<file path="config.mk">
export PLATFORM = sky130hd
export DESIGN_NAME = rd_gap_tracker_flat
export DESIGN_NICKNAME = d
export VERILOG_FILES = /design/src/rtl/ddr5_rd_pkg.sv /design/src/rtl/rd_gap_tracker_if.sv /design/src/rtl/rd_gap_fifo.sv /design/src/rtl/rd_gap_tracker.sv /design/src/flat_wrapper.sv
export SDC_FILE = /design/constraint.sdc
export NUM_CORES = 1
export LEC_CHECK = 0
export ABC_AREA = 1
export CORE_UTILIZATION = 30
export DETAILED_ROUTE_END_ITERATION = 6
export PLACE_DENSITY = 0.52
export REMOVE_ABC_BUFFERS = 1
export SYNTH_ARGS = -nofsm -noshare
export SYNTH_HDL_FRONTEND = slang
export SYNTH_HIERARCHICAL = 1
export SYNTH_SLANG_ARGS = --single-unit
</file>
<file path="constraint.sdc">
create_clock -name clk -period 5.81 [get_ports clk]
set_clock_uncertainty 0.05 [all_clocks]
set_input_delay 0.581 -clock clk [delete_from_list [all_inputs] [get_ports clk]]
set_output_delay 0.581 -clock clk [all_outputs]
set_load 0.01 [all_outputs]
</file>
<file path="src/rtl/ddr5_rd_pkg.sv">
// Shared constants for the DDR5 read-path gap tracker: mode codes, FSM encodings
// and the field layout of a queued gap entry {first, ovf, gap}.
package ddr5_rd_pkg;

  localparam int GAP_MODE_RISE = 0;
  localparam int GAP_MODE_FALL = 1;

  localparam logic [0:0] ST_IDLE = 1'b0;
  localparam logic [0:0] ST_RUN  = 1'b1;

  localparam int ENTRY_GAP_OFS = 0;

  function automatic int entry_ovf_ofs(input int cnt_w);
    return cnt_w;
  endfunction

  function automatic int entry_first_ofs(input int cnt_w);
    return cnt_w + 1;
  endfunction

  function automatic int entry_w(input int cnt_w);
    return cnt_w + 2;
  endfunction

endpackage

</file>
<file path="src/rtl/rd_gap_tracker_if.sv">
// Bus between the read-gap tracker and the read-path scheduler.
// RD_GAP_STATS_EN adds the gap_min/gap_max statistics signals.
interface rd_gap_tracker_if #(
  parameter int CNT_W = 5,
  parameter int DEPTH = 4
);
  localparam int LVL_W = $clog2(DEPTH + 1);

  logic             rddata_en;
  logic             clear;
  logic             gap_ready;
  logic             gap_valid;
  logic [CNT_W-1:0] gap_count;
  logic             gap_ovf;
  logic             gap_first;
  logic [LVL_W-1:0] fifo_level;
  logic             fifo_full;
  logic             drop_err;
  logic             cnt_busy;

`ifdef RD_GAP_STATS_EN
  logic [CNT_W-1:0] gap_min;
  logic [CNT_W-1:0] gap_max;

  modport master (
    output rddata_en, clear, gap_ready,
    input  gap_valid, gap_count, gap_ovf, gap_first, fifo_level, fifo_full,
           drop_err, cnt_busy, gap_min, gap_max
  );
  modport slave (
    input  rddata_en, clear, gap_ready,
    output gap_valid, gap_count, gap_ovf, gap_first, fifo_level, fifo_full,
           drop_err, cnt_busy, gap_min, gap_max
  );
`else
  modport master (
    output rddata_en, clear, gap_ready,
    input  gap_valid, gap_count, gap_ovf, gap_first, fifo_level, fifo_full,
           drop_err, cnt_busy
  );
  modport slave (
    input  rddata_en, clear, gap_ready,
    output gap_valid, gap_count, gap_ovf, gap_first, fifo_level, fifo_full,
           drop_err, cnt_busy
  );
`endif

endinterface

</file>
<file path="src/rtl/rd_gap_fifo.sv">
// Generic synchronous FIFO; DEPTH must be a power of two so the pointers wrap naturally.
module rd_gap_fifo #(
  parameter int WIDTH = 8,
  parameter int DEPTH = 4,
  localparam int PTR_W = $clog2(DEPTH),
  localparam int LVL_W = $clog2(DEPTH + 1)
) (
  input  logic             clk,
  input  logic             reset_n,
  input  logic             clear,
  input  logic             push,
  input  logic             pop,
  input  logic [WIDTH-1:0] din,
  output logic [WIDTH-1:0] dout,
  output logic             full,
  output logic             empty,
  output logic [LVL_W-1:0] level
);

  logic [WIDTH-1:0] mem [DEPTH];
  logic [PTR_W-1:0] wr_ptr;
  logic [PTR_W-1:0] rd_ptr;
  logic             do_push;
  logic             do_pop;

  assign empty   = (level == '0);
  assign full    = (level == LVL_W'(DEPTH));
  assign do_pop  = pop & ~empty & ~clear;
  // A pop in the same cycle frees the slot, so a full FIFO can still accept.
  assign do_push = push & (~full | do_pop) & ~clear;
  assign dout    = empty ? '0 : mem[rd_ptr];

  always_ff @(posedge clk) begin
    if (do_push) mem[wr_ptr] <= din;
  end

  always_ff @(posedge clk or negedge reset_n) begin
    if (!reset_n) begin
      wr_ptr <= '0;
      rd_ptr <= '0;
      level  <= '0;
    end else if (clear) begin
      wr_ptr <= '0;
      rd_ptr <= '0;
      level  <= '0;
    end else begin
      if (do_push) wr_ptr <= wr_ptr + 1'b1;
      if (do_pop)  rd_ptr <= rd_ptr + 1'b1;
      case ({do_push, do_pop})
        2'b10:   level <= level + 1'b1;
        2'b01:   level <= level - 1'b1;
        default: level <= level;
      endcase
    end
  end

endmodule

</file>
<file path="src/rtl/rd_gap_tracker.sv">
// Read-gap tracker: measures idle distance between rddata_en bursts and queues tagged entries.
// Optional macro RD_GAP_STATS_EN adds running gap_min/gap_max over non-first entries.
//
// state | meaning
// IDLE  | no rise seen since reset/clear
// RUN   | counting the gap to the next rise
module rd_gap_tracker
  import ddr5_rd_pkg::*;
#(
  parameter int CNT_W    = 5,
  parameter int DEPTH    = 4,
  parameter int GAP_MODE = GAP_MODE_RISE
) (
  input logic             clk,
  input logic             reset_n,
  rd_gap_tracker_if.slave bus
);

  localparam int EW      = entry_w(CNT_W);
  localparam int OVF_B   = entry_ovf_ofs(CNT_W);
  localparam int FIRST_B = entry_first_ofs(CNT_W);
  localparam logic [CNT_W-1:0] MAX = '1;

  logic             last_en;
  logic             rise;
  logic             fall;
  logic [0:0]       state;
  logic [CNT_W-1:0] cnt;
  logic             sat;
  logic             push_req;
  logic             pop_ok;
  logic             drop;
  logic [EW-1:0]    push_entry;
  logic [EW-1:0]    head;
  logic             fifo_empty;
  logic             fifo_full;

  assign rise     = bus.rddata_en & ~last_en;
  assign fall     = ~bus.rddata_en & last_en;
  assign push_req = rise & ~bus.clear;
  assign pop_ok   = bus.gap_ready & ~fifo_empty;
  assign drop     = push_req & fifo_full & ~pop_ok;

  always_comb begin
    push_entry = '0;
    if (state == ST_IDLE) begin
      push_entry[FIRST_B] = 1'b1;
    end else begin
      push_entry[ENTRY_GAP_OFS +: CNT_W] = cnt;
      push_entry[OVF_B]                  = sat;
    end
  end

  always_ff @(posedge clk or negedge reset_n) begin
    if (!reset_n) begin
      last_en <= 1'b0;
      state   <= ST_IDLE;
      cnt     <= '0;
      sat     <= 1'b0;
    end else begin
      last_en <= bus.rddata_en;
      if (bus.clear) begin
        state <= ST_IDLE;
        cnt   <= '0;
        sat   <= 1'b0;
      end else if (state == ST_IDLE) begin
        if (rise) state <= ST_RUN;
      end else if (GAP_MODE == GAP_MODE_RISE && rise) begin
        cnt <= '0;
        sat <= 1'b0;
      end else if (GAP_MODE == GAP_MODE_FALL && fall) begin
        cnt <= CNT_W'(1);
        sat <= 1'b0;
      end else if (cnt == MAX) begin
        // Holding at MAX one more cycle means the true gap now exceeds MAX.
        sat <= 1'b1;
      end else begin
        cnt <= cnt + CNT_W'(1);
      end
    end
  end

  always_ff @(posedge clk or negedge reset_n) begin
    if (!reset_n)       bus.drop_err <= 1'b0;
    else if (bus.clear) bus.drop_err <= 1'b0;
    else if (drop)      bus.drop_err <= 1'b1;
  end

  rd_gap_fifo #(
    .WIDTH (EW),
    .DEPTH (DEPTH)
  ) u_fifo (
    .clk     (clk),
    .reset_n (reset_n),
    .clear   (bus.clear),
    .push    (push_req),
    .pop     (bus.gap_ready),
    .din     (push_entry),
    .dout    (head),
    .full    (fifo_full),
    .empty   (fifo_empty),
    .level   (bus.fifo_level)
  );

  assign bus.gap_valid = ~fifo_empty;
  assign bus.gap_count = head[ENTRY_GAP_OFS +: CNT_W];
  assign bus.gap_ovf   = head[OVF_B];
  assign bus.gap_first = head[FIRST_B];
  assign bus.fifo_full = fifo_full;
  assign bus.cnt_busy  = (state == ST_RUN);

`ifdef RD_GAP_STATS_EN
  logic [CNT_W-1:0] gap_min_q;
  logic [CNT_W-1:0] gap_max_q;

  // Tracks every measured entry, including ones the FIFO had to drop.
  always_ff @(posedge clk or negedge reset_n) begin
    if (!reset_n) begin
      gap_min_q <= MAX;
      gap_max_q <= '0;
    end else if (bus.clear) begin
      gap_min_q <= MAX;
      gap_max_q <= '0;
    end else if (push_req && state == ST_RUN) begin
      if (cnt < gap_min_q) gap_min_q <= cnt;
      if (cnt > gap_max_q) gap_max_q <= cnt;
    end
  end

  assign bus.gap_min = gap_min_q;
  assign bus.gap_max = gap_max_q;
`endif

endmodule

</file>
<file path="src/flat_wrapper.sv">
// flat-port wrapper written by rule: the top's interface ports become plain ports
module rd_gap_tracker_flat import ddr5_rd_pkg::*;
#(
  parameter int CNT_W    = 5,
  parameter int DEPTH    = 4,
  parameter int GAP_MODE = GAP_MODE_RISE
)
  (clk, reset_n, bus_rddata_en, bus_clear, bus_gap_ready, bus_gap_valid, bus_gap_count, bus_gap_ovf, bus_gap_first, bus_fifo_level, bus_fifo_full, bus_drop_err, bus_cnt_busy);
  rd_gap_tracker_if #(.CNT_W(CNT_W), .DEPTH(DEPTH)) bus_i ();
  input logic clk;
  input logic reset_n;
  input wire logic [$bits(bus_i.rddata_en)-1:0] bus_rddata_en;
  input wire logic [$bits(bus_i.clear)-1:0] bus_clear;
  input wire logic [$bits(bus_i.gap_ready)-1:0] bus_gap_ready;
  output wire logic [$bits(bus_i.gap_valid)-1:0] bus_gap_valid;
  output wire logic [$bits(bus_i.gap_count)-1:0] bus_gap_count;
  output wire logic [$bits(bus_i.gap_ovf)-1:0] bus_gap_ovf;
  output wire logic [$bits(bus_i.gap_first)-1:0] bus_gap_first;
  output wire logic [$bits(bus_i.fifo_level)-1:0] bus_fifo_level;
  output wire logic [$bits(bus_i.fifo_full)-1:0] bus_fifo_full;
  output wire logic [$bits(bus_i.drop_err)-1:0] bus_drop_err;
  output wire logic [$bits(bus_i.cnt_busy)-1:0] bus_cnt_busy;
  assign bus_i.rddata_en = bus_rddata_en;
  assign bus_i.clear = bus_clear;
  assign bus_i.gap_ready = bus_gap_ready;
  assign bus_gap_valid = bus_i.gap_valid;
  assign bus_gap_count = bus_i.gap_count;
  assign bus_gap_ovf = bus_i.gap_ovf;
  assign bus_gap_first = bus_i.gap_first;
  assign bus_fifo_level = bus_i.fifo_level;
  assign bus_fifo_full = bus_i.fifo_full;
  assign bus_drop_err = bus_i.drop_err;
  assign bus_cnt_busy = bus_i.cnt_busy;
  rd_gap_tracker #(.CNT_W(CNT_W), .DEPTH(DEPTH), .GAP_MODE(GAP_MODE)) u_core (.clk(clk), .reset_n(reset_n), .bus(bus_i));
endmodule
</file>
# Word-level counts from Yosys, hierarchy flattened
# Memory sizes are Yosys's and may differ from the RTL's.
# Index checks and enable logic that the tools add are counted.
# word_totals
elab_cells	66
ram_bits	28
mem_count	1
output_inout_bits	14
reg_bits	16
# mem_list
memory	depth	width	rd	rd_ports_with_merged_regs	wr	line_no	source
u_core.u_fifo.mem	4	7	1	0	1	rd_gap_fifo.sv:20	logic [WIDTH-1:0] mem [DEPTH];
# op_classes
eq_ne	5
n_bitwise	14
muxes	24
n_reduce_logical	9
addsub	5
# op_table
operator	count
$mux 5	4
$mux 1	12
$and 1x1->1	8
$mux 2	4
$reduce_bool 2->1	4
$mux 7	1
$mux 6	1
$pmux 3 s2	1
$reduce_bool 3->1	2
$add 5x1->5 const B	1
$eq 5x5->1 const B	1
$not 1->1	5
$add 2x1->2 const B	2
$reduce_and 2->1	2
$add 3x1->3 const B	1
$eq 3x3->1 const B	1
$logic_not 3->1	1
$mux 3	1
$ne 3x2->1 const B	1
$sub 3x1->3 const B	1
$eq 2x1->1 const B	1
$eq 2x2->1 const B	1
$or 1x1->1	1

# Depth between registers and ports, before layout
# depth
depth_word	10
depth_mapped	12
depth_no_buf	12

# Cells and area by module
# Netlist, hierarchy kept.
# modules_own_cells
mod	area_per_inst_um2	n_inst	cells_per_inst	seq_area_each_um2
rd_gap_fifo	1607.8	1	147	1016.0
rd_gap_tracker	516.7	1	69	225.2

# Worst setup path before layout
# Ideal clock, no wire load.
# synth_timing
path_kind	input -> register
startpoint	input bus_rddata_en
endpoint	register u_core.u_fifo.level[2]
setup_slack_ns	3.681
t_arrival_ns	1.962
stages	11
setup_ns	0.118
path_cell_list	nand2_2 > nor2_1 > inv_1 > nand4_1 > inv_1 > fa_1 > xnor2_1 > nor2_1 > nor2_1 > nand3_1 > nand2_1
# synth_via
elab_chain_len	7
elab_cells_between_ends	9
cone_classes	eq/ne (2); mux (2); bitwise (4); reduce/logical (1)
# synth_rtl
item	line_no	source
start: declaration	flat_wrapper.sv:12	input wire logic [$bits(bus_i.rddata_en)-1:0] bus_rddata_en;
$and 1x1->1 *	rd_gap_tracker.sv:38	assign rise = bus.rddata_en & ~last_en;
$and 1x1->1 *	rd_gap_tracker.sv:40	assign push_req = rise & ~bus.clear;
named net u_core.push_req	rd_gap_tracker.sv:30	logic push_req;
$and 1x1->1 * (2 in series)	rd_gap_fifo.sv:30	assign do_push = push & (~full | do_pop) & ~clear;
$eq 2x1->1 / $eq 2x2->1 (equally long branches)	rd_gap_fifo.sv:49	case ({do_push, do_pop})
$pmux 3 s2	rd_gap_fifo.sv:49	
$mux 3	rd_gap_fifo.sv:42	end else if (clear) begin
end signal: assignment	rd_gap_fifo.sv:50	2'b10: level <= level + 1'b1;
end signal: assignment	rd_gap_fifo.sv:51	2'b01: level <= level - 1'b1;
end signal: assignment	rd_gap_fifo.sv:52	default: level <= level;
end: declaration	rd_gap_fifo.sv:17	output logic [LVL_W-1:0] level
# Mark *: on every way through the listed nets, which the timed path passes. The rest lies on a longest branch.
# A chain may end at the register's enable or synchronous reset.

# Worst setup path after layout
# layout_timing
startpoint	register u_core.u_fifo.rd_ptr[0]
endpoint	output bus_gap_first
# layout_via
elab_chain_len	2
# layout_rtl
item	line_no	source
start: declaration	rd_gap_fifo.sv:22	logic [PTR_W-1:0] rd_ptr;
start signal: assignment	rd_gap_fifo.sv:48	if (do_pop) rd_ptr <= rd_ptr + 1'b1;
$mem_v2 4x7	-	
$mux 7	rd_gap_fifo.sv:31	assign dout = empty ? '0 : mem[rd_ptr];
end: declaration	flat_wrapper.sv:18	output wire logic [$bits(bus_i.gap_first)-1:0] bus_gap_first;
# Every way passes these cells.

==> flow_summary.yaml <==
run_status:
  status: "complete, no violations"
die:
  start_util_pct: 31.1
  rows: 30
  die_w_um: 86.2
  coreArea_um2: 6830
  die_height_um: 86.2
  top_level_ports: 19
  die_area_um2: 7420
sta:
  max-slew-margin-rel_pct: 50.6
  holdWs_ps: 452
  clock.fmax_ghz: 0.368
  min_period_ps: 2710
  maxSlewViolCount: 0
  worst_pin_slew_ps: 738
  report.final.hold_viol_count: 0
  rsz0062_at_grt: "false"
  final-setup-viol-count: 0
  fin_setup_tns_ps: 0
  fin_ws_ps: 3100
  timing.final.crit_share_pct: 46.7
power:
  vdd.ir_drop.worst_mv: 0.183
  power_leakage_nw: 1.03
  p_per_area_nw_per_um2: 362
grt:
  grt_pass1_vias: 1415
  grt_max_degree: 17
  grt-ovfl-total: 0
  grt_pass1_wl_mm: 6.84
  grtUsageTotal_pct: 12.3
  antenna_found_initial: 0
worst_setup_path:
  crit_required_ps: 5180
  cpPeakStageDelay_ps: 590
  crit_chain: "inv_2, o21ai_0, a21oi_1, clkdlybuf4s50_1"
  startpoint_type: "flip-flop"
  path_class: "flip-flop to primary output"
  path_max_fanout: 16
  cp.arrival_ps: 2080
  crit_slowest_cell: "dfrtp_1"
  regToRegSetupSlack_ps: 3620
  critPathTopFamily: "buffers and inverters"
  worst-path-buf-inv: 2
  end_kind: "primary output"
clocking:
  h-tree-depth: 2
  cts_made_buffers: 5
  cts_buffer_depth: 2
  ctsResizeCount: 0
  cts-root-buf: "clkbuf_8"
  clk_pin_slew_ps: 80
  cts_setup_buffers: 0
  postCtsHoldBufs: 0
  numClockSinks: 44
  clkLatencyLatePin_ps: 290
  cts_tree: "yes"
synth:
  synthTopCellsByArea: "edfxtp_1 (40%), dfrtp_1 (19%), nand2_1 (6.0%)"
  syn-cell-area_um2: 2120
  ys_ff_latch: 44
  yosys.area.top_type: "edfxtp_1"
  syn_area_per_cell_um2: 9.84
  ys_warn_count: 6
  syn_inst: 216
  synth_cell_types: 25
  yosysTopAreaCellShare_pct: 39.6
  seq_area_frac_synth_pct: 58.4
placement:
  dpl_cell_area_um2: 2390
  dp_slack_ps: 2870
  dpl.cell_count: 325
  gp_congestion: 0.765
  place_hpwl_mm: 2.83
  port_buffers: 18
layout:
  multiInputGateArea_um2: 733
  final_area_um2: 2510
  instances_no_fill: 333
  final_layout_size_suffix_gt1_share_pct: 12.7
  syn2layout_area_growth_pct: 18.0
  antenna_cells: 0
  layout_common_cells: "nand2_1 (34), nor2_1 (34), edfxtp_1 (28), inv_1 (24), clkdlybuf4s50_1 (18)"
  regArea_um2: 1240
  fillers: 713
  final_nets: 248
detailed_routing:
  dr_wl_met2_mm: 1.84
  top_layer: "met4"
  firstDrtPassIters: 4
  wl_met1_mm: 1.94
  wl_met3_um: 157
  drt_iter0_drc: 53
  drc: 0
  dr_total_vias: 1439
  wl_per_cell_um: 12.0
  routed_wl_mm: 3.98
  ant_nets: 0
  via_per_inst: 4.32
run:
  max_cap_viol_count: 0
min_path:
  worstHoldPathType: "flip-flop to flip-flop"
[cells by family (layout without fill, tap and decap cells)]
kind of cell | after synthesis | in the layout | synth area share (%)
AND/OR/NAND/NOR | 92 | 92 | 20.1
AO/OA/AOI/OAI | 36 | 36 | 9.48
buffers and inverters | 36 | 57 | 7.07
flip-flops | 44 | 44 | 58.4
adder cells (fa/ha/maj) | 7 | 7 | 4.48
XOR/XNOR | 1 | 1 | 0.412
[worst min-delay path, delay by kind of cell, from the launching register on]
family,cells,cell delay [ps]
AND/OR/NAND/NOR,1,50
flip-flops,1,360
AO/OA/AOI/OAI,1,60
[power by group]
part	total (mW)	switching (mW)	internal, mW	leakage, nW
clock	0.235	0.105	0.129	0.0583
combinational	0.291	0.157	0.134	0.499
sequential	0.383	0.0345	0.349	0.473
[per-stage QoR]
step,power [mW],util (%)
after global routing,0.976,36.7
after CTS,0.925,36.7
after global placement,0.685,35.0
after detailed placement,0.686,35.0
after floorplan,0.545,-
final,0.909,36.7
[area by class of cell]
cell class	count	area share, %
timing repair buffer	18	7.19
sequential	44	49.5
clock buffer	5	2.74
inverter	31	4.64
clock inverter	3	1.90
multi-input combinational	136	29.2
tap	96	4.79
[final timing paths]
check                                        startpoint                 endpoint  depth (start not counted)
min in group asynchronous                       reset_n   u_core/u_fifo/level[0]                          1
worst min-delay path                         u_core/sat               u_core/sat                          2
worst min register to register               u_core/sat               u_core/sat                          2
worst max-delay path            u_core/u_fifo/rd_ptr[0]            bus_gap_first                          4
max in group asynchronous                       reset_n  u_core/u_fifo/rd_ptr[1]                          1
worst max register to register           u_core/last_en   u_core/u_fifo/level[2]                         12
[Yosys cell counts (all sizes together)]
| cell type | n |
|---|---|
| nand2 | 39 |
| nor2 | 39 |
| inv | 31 |
| edfxtp | 28 |
| o21ai | 23 |
| dfrtp | 16 |
| a21oi | 11 |
| nand3 | 9 |
| ha | 6 |
| buf | 5 |
| nand4 | 4 |
| a31oi | 2 |
| fa | 1 |
| nor3 | 1 |
| xnor2 | 1 |
[metal layers]
metal  up-vias  track usage [%]
li1        751                -
met1       659             16.1
met2        25             19.3
met3         4             3.66
met4         0             4.24
met5         -                0
[registers in the layout, summed over array words and instances (netlist names), 2 cells and up]
| register | flops |
|---|---|
| u_core/u_fifo/rd_ptr | 2 |
| u_core/u_fifo/level | 3 |
| u_core/cnt | 5 |
| u_core/u_fifo/mem | 28 |
| u_core/u_fifo/wr_ptr | 2 |
Note: power is estimated with default switching activity, not from simulation.
==> RTL edit 1 (same flow settings) <==
`CNT_W` is set to 5 in 3 places; all go to 7.
--- a/src/rtl/rd_gap_tracker_if.sv
+++ b/src/rtl/rd_gap_tracker_if.sv
@@ -1,7 +1,7 @@
 // Bus between the read-gap tracker and the read-path scheduler.
 // RD_GAP_STATS_EN adds the gap_min/gap_max statistics signals.
 interface rd_gap_tracker_if #(
-  parameter int CNT_W = 5,
+  parameter int CNT_W = 7,
   parameter int DEPTH = 4
 );
   localparam int LVL_W = $clog2(DEPTH + 1);
--- a/src/rtl/rd_gap_tracker.sv
+++ b/src/rtl/rd_gap_tracker.sv
@@ -7,7 +7,7 @@
 module rd_gap_tracker
   import ddr5_rd_pkg::*;
 #(
-  parameter int CNT_W    = 5,
+  parameter int CNT_W    = 7,
   parameter int DEPTH    = 4,
   parameter int GAP_MODE = GAP_MODE_RISE
 ) (
--- a/src/flat_wrapper.sv
+++ b/src/flat_wrapper.sv
@@ -1,7 +1,7 @@
 // flat-port wrapper written by rule: the top's interface ports become plain ports
 module rd_gap_tracker_flat import ddr5_rd_pkg::*;
 #(
-  parameter int CNT_W    = 5,
+  parameter int CNT_W    = 7,
   parameter int DEPTH    = 4,
   parameter int GAP_MODE = GAP_MODE_RISE
 )
Interface: changed (resized bus_gap_count); port bits go from 19 to 21. The function was not compared with the original's and may differ.
==> RTL edit 1 against the original RTL <==
  * Total power down 17%
  * Routed wire length rose by 36%
  * Worst setup slack lost 0.39 ns
  * Sequential cell count is 10 higher
  * Fmax decreased by 13%
  * Design area increased by 22%
  * Area after synthesis up 27%
  * Critical path depth stayed put
  * Highest routed layer unchanged
==> RTL edit 1: results <==
set metrics [dict create \
    outcome "finished clean" \
    synthArstFlopShare_pct 33.3 \
    synth-seq-area-share_pct 56.9 \
    clkPwrFrac_pct 27.5 \
    cts_resized 0 \
    synth_commonest_cells "48 x nor2_1, 38 x nand2_1, 36 x edfxtp_1" \
    slowest_stage "dfrtp_1" \
    reg2reg_to "u_core/u_fifo/mem[0][7]$_DFFE_PP_" \
    n_antenna_cell 0 \
    fin_hold_ws_ns 0.444 \
    dr_wl_met3_um 154 \
    synthCells 269 \
    p_leak_uw 0.00130 \
    worst_slew_pin_slew_ns 0.890 \
    port_buffers 20 \
    min_from "u_core/bus.drop_err$_DFFE_PN0P_" \
    synth.area.top_cells "edfxtp_1 40%, dfrtp_1 17%, nor2_1 6.7%" \
    slowest_delay_ns 0.76 \
    crit_path_end "bus_gap_count[6]" \
    peakVddDrop_v 0.0000898 \
    final_cells 398 \
    crit_fanout 20 \
    wl_um 5410 \
    root_buffer "clkbuf_8" \
    clk-insertion-delay-late_ns 0.30 \
    m1WireLength_um 2640 \
    rr_worst_depth 5 \
    antenna_found_initial 0 \
    routabilityCongestion 0.800 \
    clk_pin_slew_ns 0.10 \
    dp_cells 390 \
    largestRegisters "u_core/u_fifo/mem x36, u_core/cnt x7, u_core/u_fifo/level x3" \
    wl_met2_um 2550 \
    powerDensity_mw_per_mm2 245 \
    grt_pass1_wl_um 8950 \
    synth_edf_count 36 \
    grt.total_usage_pct 12.3 \
    fill_cells 878 \
    cts_htree_levels 2 \
    grt_pass1_vias 1716 \
    hpwl_um 3950 \
    first_pass_iters 5 \
    r2r_setup_slack_ns 3.64 \
    switchingPower_uw 202 \
    post_cts.repair.setup_buffers 0 \
    place_area_sq_mm 0.00298 \
    pwr-share-comb_pct 15.4 \
    drt_iter0_drc 81 \
    vias 1803 \
    grt_max_degree 21 \
    place_ws_ns 2.88 \
    post_route_cells_drive_above_1_share_pct 12.4 \
    final_nets 300 \
    synth_cell_type_count 29 \
    layout_worst_path_cycle_share_pct 53.5 \
    cp.arrival_ns 2.48 \
    hold_end "u_core/bus.drop_err$_DFFE_PN0P_" \
]
## RTL edit 1: area by class of cell
type / count / area, sq um / area share (%)
inverter: 37 / 139 / 4.53
timing repair buffer: 20 / 200 / 6.53
tap: 108 / 135 / 4.41
clock buffer: 6 / 72.6 / 2.37
clock inverter: 2 / 15.0 / 0.490
multi-input combinational: 171 / 973 / 31.7
sequential: 54 / 1530 / 49.9
## RTL edit 1: kinds of logic (layout without fill, tap and decap cells)
| group | Yosys count | after routing | synth area share (%) |
|---|---|---|---|
| and+or+nand+nor | 120 | 120 | 22.9 |
| DFF | 54 | 54 | 56.9 |
| AOI/OAI and AO/OA | 44 | 44 | 9.85 |
| buffers and inverters | 44 | 65 | 7.01 |
| adders and majority gates | 6 | 6 | 3.07 |
| xor gates and xnor gates | 1 | 1 | 0.325 |
## RTL edit 1: layer usage
layer / up-vias / track usage (%)
li1: 922 / -
met1: 839 / 16.5
met2: 34 / 19.8
met3: 8 / 2.24
met4: 0 / 4.59
met5: - / 0
==> RTL edit 2 (config.mk and constraints unchanged) <==
Made on the original files. Register the output `bus.gap_ovf`; this adds one clock of latency there.
--- a/src/rtl/rd_gap_tracker.sv
+++ b/src/rtl/rd_gap_tracker.sv
@@ -104,7 +104,9 @@
 
   assign bus.gap_valid = ~fifo_empty;
   assign bus.gap_count = head[ENTRY_GAP_OFS +: CNT_W];
-  assign bus.gap_ovf   = head[OVF_B];
+  always_ff @(posedge clk) begin
+    bus.gap_ovf <= head[OVF_B];
+  end
   assign bus.gap_first = head[FIRST_B];
   assign bus.fifo_full = fifo_full;
   assign bus.cnt_busy  = (state == ST_RUN);
Behaviour: no difference found for any inputs over 10 cycles, from zero or initial values and one cycle with reset_n low; that may be too few to reach the edited logic, so the function may still have changed.
==> RTL edit 2 against the original RTL <==
  * Routed wire length grew 6.6%
  * Sequential cell count up 1
  * Worst hold slack got worse by 0.0080 ns
  * Area after synthesis is 1.2% higher
  * Worst setup slack got worse by 0.040 ns
  * Critical path depth unchanged
  * Fmax decreased by 1.4%
  * Final cell count grew 1.5%
  * Sequential share of layout area decreased by 0.11 points
  * Design area rose by 1.8%
  * Highest routed layer unchanged
  * Total power up 6.3%
==> RTL edit 2: results <==
set metrics [dict create \
    dp_cells 330 \
    powerDensity_mw_per_mm2 378 \
    grt_util_met2_pct 20.6 \
    drt_iter0_drc 51 \
    synthArstFlopShare_pct 35.6 \
    grt_pass1_wl_um 6870 \
    sw_frac_of_total_pct 31.5 \
    place_ws_ns 2.87 \
    fill_cells 724 \
    r2r_setup_slack_ns 3.64 \
    p_clk_uw 281 \
    fmax_ghz 0.363 \
    synth-seq-area-share_pct 58.7 \
    synth-compound-area-share_pct 8.15 \
    peakVddDrop_v 0.000129 \
    outcome "finished clean" \
    gr-usage-met1_pct 15.6 \
    synthXorXnorAreaFrac_pct 0.407 \
    dr_wl_met3_um 112 \
    synthCells 221 \
    hpwl_um 2870 \
    wl_per_cell_um 12.6 \
    slew_violations 0 \
    hold_end "u_core/bus.drop_err$_DFFE_PN0P_" \
    synth_fa_ha_area_share_pct 4.42 \
    max-slew-margin-rel_pct 48.4 \
    post_route_cells_drive_above_1_share_pct 11.6 \
    routed_via_density 4.44 \
    wl_met2_um 2010 \
    n_antenna_cell 0 \
    use_met3_pct 2.10 \
    pwr-share-seq_pct 41.0 \
    p_leak_uw 0.00110 \
    m1WireLength_um 2070 \
    grt_pass1_vias 1417 \
    cp.arrival_ns 2.12 \
    grt.total_usage_pct 12.2 \
]
-- RTL edit 2: changes by cell type in the layout (fill, tap and decap cells not counted), sizes merged, moves of 2 or more --
cell / delta
clkinv: -2
inv: +2
nand3: +3
nor2: +6
o21ai: -4
-- RTL edit 2: through the flow --
stage / cell area, sq um / util [%] / hold WS [ns]
floorplan: 2120 / - / 0.235
CTS: 2550 / 37.2 / 0.460
global route: 2550 / 37.2 / 0.502
detailed placement: 2420 / 35.2 / 0.429
finish: 2550 / 37.2 / 0.444
global placement: 2420 / 35.2 / 0.431
-- RTL edit 2: worst min-delay path: cells and delay by family (launching register included) --
family           cells  cell delay (ns)
AND/OR/NAND/NOR      2             0.11
flip-flops           1             0.35
-- RTL edit 2: final cells by class --
type	count	share of cell area, %
Clock buffer	5	2.69
Clock inverter	3	2.69
Inverter	32	4.70
Multi-Input combinational cell	139	28.8
Sequential cell	45	49.4
Tap cell	96	4.70
Timing Repair Buffer	18	7.06
